[config.mk]
export PLATFORM = sky130hd
export DESIGN_NAME = rat_timer_intr
export DESIGN_NICKNAME = d
export VERILOG_FILES = /design/src/rtl/rat_timer_intr.sv
export SDC_FILE = /design/constraint.sdc
export NUM_CORES = 1
export LEC_CHECK = 0
export CAP_MARGIN = 0
export CORE_MARGIN = 2
export CORE_UTILIZATION = 30
export DETAILED_ROUTE_END_ITERATION = 8
export PLACE_DENSITY_LB_ADDON = 0.25
export SYNTH_ARGS = -nofsm -noshare
export SYNTH_HDL_FRONTEND = slang
export SYNTH_SLANG_ARGS = --single-unit
[constraint.sdc]
create_clock -name CLK -period 2.6 [get_ports CLK]
set_input_delay 0.65 -clock CLK [delete_from_list [all_inputs] [get_ports CLK]]
set_output_delay 0.65 -clock CLK [all_outputs]
set_load 0.01 [all_outputs]
[src/rtl/rat_timer_intr.sv]
// Programmable 16-bit interval timer for the RAT MCU I/O bus with a fixed-length interrupt pulse.
// Define RAT_TIMER_OVF_EN to implement the OVF status flag (STAT[1]); otherwise it reads 0.
module rat_timer_intr #(
    parameter logic [7:0] CTRL_ID   = 8'h30,
    parameter logic [7:0] TCLO_ID   = 8'h31,
    parameter logic [7:0] TCHI_ID   = 8'h32,
    parameter logic [7:0] STAT_ID   = 8'h33,
    parameter logic [7:0] CNTLO_ID  = 8'h34,
    parameter logic [7:0] CNTHI_ID  = 8'h35,
    parameter int         INT_PULSE = 4
) (
    input  logic       CLK,
    input  logic       RESET,
    input  logic [7:0] PORT_ID,
    input  logic [7:0] OUT_PORT,
    input  logic       IO_STRB,
    output logic [7:0] TMR_DOUT,
    output logic       TMR_SEL,
    output logic       INTERUPT
);

    logic        ctrl_en;
    logic [2:0]  ctrl_ps;
    logic [15:0] tc;
    logic [6:0]  prescaler;
    logic [6:0]  ps_mask;
    logic [15:0] count;
    logic        pend;
    logic        ovf;
    logic [3:0]  pulse_cnt;
    logic        wr_ctrl, wr_tclo, wr_tchi, wr_stat;
    logic        tick, expiry;

    assign wr_ctrl = IO_STRB && (PORT_ID == CTRL_ID);
    assign wr_tclo = IO_STRB && (PORT_ID == TCLO_ID);
    assign wr_tchi = IO_STRB && (PORT_ID == TCHI_ID);
    assign wr_stat = IO_STRB && (PORT_ID == STAT_ID);

    // Divide-by-2^PS terminal value: PS=0 gives 0, PS=7 gives 127.
    assign ps_mask = 7'h7f >> (3'd7 - ctrl_ps);
    assign tick    = ctrl_en && (prescaler == ps_mask);
    assign expiry  = tick && (count >= tc);

    always_ff @(posedge CLK) begin
        if (RESET) begin
            ctrl_en <= 1'b0;
            ctrl_ps <= 3'd0;
            tc      <= 16'd0;
        end else begin
            if (wr_ctrl) begin
                ctrl_en <= OUT_PORT[0];
                ctrl_ps <= OUT_PORT[3:1];
            end
            if (wr_tclo) tc[7:0]  <= OUT_PORT;
            if (wr_tchi) tc[15:8] <= OUT_PORT;
        end
    end

    always_ff @(posedge CLK) begin
        if (RESET || wr_ctrl)
            prescaler <= 7'd0;
        else if (ctrl_en)
            prescaler <= tick ? 7'd0 : prescaler + 7'd1;
    end

    always_ff @(posedge CLK) begin
        if (RESET || (wr_ctrl && !OUT_PORT[0]))
            count <= 16'd0;
        else if (tick)
            count <= expiry ? 16'd0 : count + 16'd1;
    end

    // An expiry always wins over a coincident PEND clear.
    always_ff @(posedge CLK) begin
        if (RESET)
            pend <= 1'b0;
        else if (expiry)
            pend <= 1'b1;
        else if (wr_stat && OUT_PORT[0])
            pend <= 1'b0;
    end

`ifdef RAT_TIMER_OVF_EN
    // A clear landing on an expiry edge leaves OVF exactly as it was.
    always_ff @(posedge CLK) begin
        if (RESET)
            ovf <= 1'b0;
        else if (expiry && !(wr_stat && (OUT_PORT[1:0] != 2'b00)))
            ovf <= ovf | pend;
        else if (wr_stat && OUT_PORT[1] && !expiry)
            ovf <= 1'b0;
    end
`else
    assign ovf = 1'b0;
`endif

    always_ff @(posedge CLK) begin
        if (RESET)
            pulse_cnt <= 4'd0;
        else if (expiry)
            pulse_cnt <= 4'(INT_PULSE);
        else if (pulse_cnt != 4'd0)
            pulse_cnt <= pulse_cnt - 4'd1;
    end

    assign INTERUPT = (pulse_cnt != 4'd0);

    always_comb begin
        TMR_DOUT = 8'h00;
        TMR_SEL  = 1'b0;
        if (PORT_ID == STAT_ID) begin
            TMR_DOUT = {6'd0, ovf, pend};
            TMR_SEL  = 1'b1;
        end else if (PORT_ID == CNTLO_ID) begin
            TMR_DOUT = count[7:0];
            TMR_SEL  = 1'b1;
        end else if (PORT_ID == CNTHI_ID) begin
            TMR_DOUT = count[15:8];
            TMR_SEL  = 1'b1;
        end
    end

endmodule

==> impl_metrics.yaml <==
detailed_routing:
  vias: 2598
  drt-total-wl_um: 7490
  drt_iter0_drc: 91
  ant_nets: 0
  routed_via_density: 5.09
  wl_per_cell_um: 14.7
  remaining_drc_errors: 0
  firstDrtPassIters: 4
timing:
  rsz0062_at_grt: "no"
  skew_ns: 0.00964
  min_period_ns: 2.57
  finalSetupViolations: 0
  tightest_slew_ns: 0.685
  hold_viol_final: 0
  period_share: 0.990
  maxSlewHeadroom: 0.531
  maxSlewViolCount: 0
  layout_setup_ws_ns: 0.0269
  maxClockFrequency_mhz: 389
clock_network:
  cts.clk_slew.worst_paths_ns: 0.08
  tritoncts: "done"
  clockRootBuffer: "clkbuf_8"
  clock_sinks: 48
  cts_max_level: 2
  tritoncts.num_buffers: 5
  clockBufferDepth: 2
  insertion_delay_ns: 0.31
global_route:
  grt_max_degree: 33
  grtUsageTotal: 0.151
  overflow: 0
  grt_pass1_vias: 2542
  grt_pass1_wl_um: 12600
  antenna_found_initial: 0
finish:
  nFillCells: 1012
  diodes: 0
  drive_above_1_share: 0.191
  stdcell_count: 510
  area_growth_pct: 21.7
  register_area_um2: 961
  multi_input_area_mm2: 0.00185
  final_cell_area_mm2: 0.00361
  nNetsFinal: 414
setup_path:
  cp_max_fo: 9
  reg2reg_setup_slack_ns: 0.31
  startpoint_type: "input pin"
  r2r-end: "count[13]"
  arrival_ns: 1.92
  worst-setup-path-type: "in2out"
  rr_startpoint: "count[0]"
  worstSetupEndpointType: "output pin"
  crit_required_ns: 1.95
  r2r_cells: 8
min_path:
  holdPathStages: 2
  whs_endpoint: "pend"
  hold_start: "pend"
  hold_class: "reg2reg"
pwr:
  leakagePower_nw: 1.26
  power.density_mw_per_mm2: 414
  ir_drop_mv: 0.324
  finalPower_mw: 1.50
die:
  rows: 36
  die_area_mm2: 0.0107
  start_util: 0.307
  die_x_um: 103
  coreArea_mm2: 0.00968
  die_h_um: 103
  ios: 29
flow_run:
  drv_cap: 0
placed_design:
  dpl.hpwl_um: 5660
  io_buffers: 28
  gp_congestion: 0.802
  placedCellCount: 502
  postPlaceCellArea_mm2: 0.00354
  post-place-ws_ns: -0.634
synth:
  syn-num-nets: 374
  yosysWarnings: 0
  synth_area_per_cell_um2: 8.84
  ys_types: 52
  synth-main-ff-cell: "dfxtp_1"
  yosysSeqAreaShare: 0.324
  synthArstFlopShare: 0
  synth_cells: 336
  syn_area_mm2: 0.00297
  synth-edff-count: 0
  synth-seq-cells: 48
outcome:
  status: "complete, no violations"
==> layout by cell type (no fill, tap or decap), types with 7 or more instances in the layout <==
master            n
inv_1            25
buf_4            18
a211oi_2          7
nand3_1           9
a211oi_1         10
a21oi_1          14
buf_2             9
nor2_1           33
ha_1             19
nand4_1           9
or4_4             7
o31ai_1          10
dfxtp_1          48
o21ai_0           9
nand2_1          21
mux2i_1          27
clkdlybuf4s50_1  15
==> registers in the layout (all words and copies together) (netlist names) <==
| name | flops |
|---|---|
| pulse_cnt | 4 |
| ctrl_ps | 3 |
| count | 16 |
| pend | 1 |
| ctrl_en | 1 |
| prescaler | 7 |
| tc | 16 |
==> where the power goes <==
part           internal [mW]  switching [mW]  total, mW  leakage, nW
combinational          0.134           0.115      0.249        0.824
clock                  0.218           0.257      0.474       0.0455
sequential             0.757          0.0161      0.773        0.387
total                   1.11           0.387       1.50         1.26
==> critical path, stage by stage <==
cell and delay, ns:
clkdlybuf4s50_1 0.48, buf_4 0.20, mux2i_1 0.32, o22ai_2 0.12, buf_2 0.15
==> cells in the mapped netlist, types with 2 or more instances <==
library cell  count  share of area
dfxtp_1          48           0.32
nor2_1           38          0.048
mux2i_1          27          0.091
inv_1            25          0.032
nand2_1          21          0.027
ha_1             19          0.080
a21oi_1          14          0.024
a211oi_1         10          0.025
o31ai_1          10          0.025
nand3_1           9          0.015
nand4_1           9          0.019
o21ai_0           9          0.015
a211oi_2          7          0.029
buf_2             7          0.012
or4_4             7          0.027
nor3_1            6          0.010
or3_1             6          0.013
xnor2_1           5          0.015
and4_1            4          0.012
buf_1             4         0.0051
clkbuf_1          4         0.0051
or4_1             4          0.010
xor2_1            4          0.012
nor3b_1           3         0.0076
o211ai_1          3         0.0076
a31o_2            2         0.0059
and2_1            2         0.0042
buf_6             2         0.0076
nand4b_1          2         0.0059
nor4_1            2         0.0042
o21ai_1           2         0.0034
==> cell families after synthesis <==
| family | share of synthesized area |
|---|---|
| mux | 0.0948 |
| compound gates | 0.182 |
| xor+xnor | 0.0265 |
| buf+inv | 0.0636 |
| fa+ha+maj | 0.0801 |
| simple gates | 0.229 |
| flops | 0.324 |
==> layout make-up <==
cell class / instances / share of cell area
multi-input cells: 245 / 0.512
flip-flops and latches: 48 / 0.266
repair buffers: 51 / 0.125
well taps: 133 / 0.0461
inverters: 25 / 0.0260
clock buffers: 8 / 0.0249
==> timing repair <==
action / CTS / global route
gates resized for setup: 49 / 5
endpoints found under the setup margin: 9 / 9
pin swaps: 8 / 1
hold buffers: 0 / 0
setup buffers: 0 / 0
==> layer usage <==
layer,share of wire,vias to the layer above,global-route usage,routed length (um)
met5,0,-,0,0
met4,0.016,0,0.0455,117
met3,0.036,15,0.0262,270
met2,0.47,50,0.252,3490
met1,0.48,1225,0.199,3620
li1,-,1308,-,-
==> metrics by stage <==
stage | hold WS [ns] | util | setup TNS [ns]
finish | 0.500 | 0.373 | 0
global route | 0.514 | 0.373 | 0
CTS | 0.503 | 0.374 | 0
detailed placement | 0.484 | 0.366 | -7.72
global placement | 0.476 | 0.366 | -7.31
floorplan | 0.454 | - | 0
==> worst max path at each step <==
| stage | slack (ns) | endpoint | depth (start not counted) | startpoint |
|---|---|---|---|---|
| global route | 0.01 | TMR_DOUT[0] | 5 | PORT_ID[1] |
| detailed placement | -0.63 | TMR_DOUT[0] | 6 | PORT_ID[3] |
| floorplan | 0.26 | count[7] | 7 | PORT_ID[3] |
| global placement | -0.61 | TMR_DOUT[0] | 6 | PORT_ID[3] |
| CTS | 0.03 | TMR_DOUT[0] | 7 | PORT_ID[6] |
| finish | 0.03 | TMR_DOUT[0] | 5 | PORT_ID[0] |
Note: power is estimated with default switching activity, not from simulation.
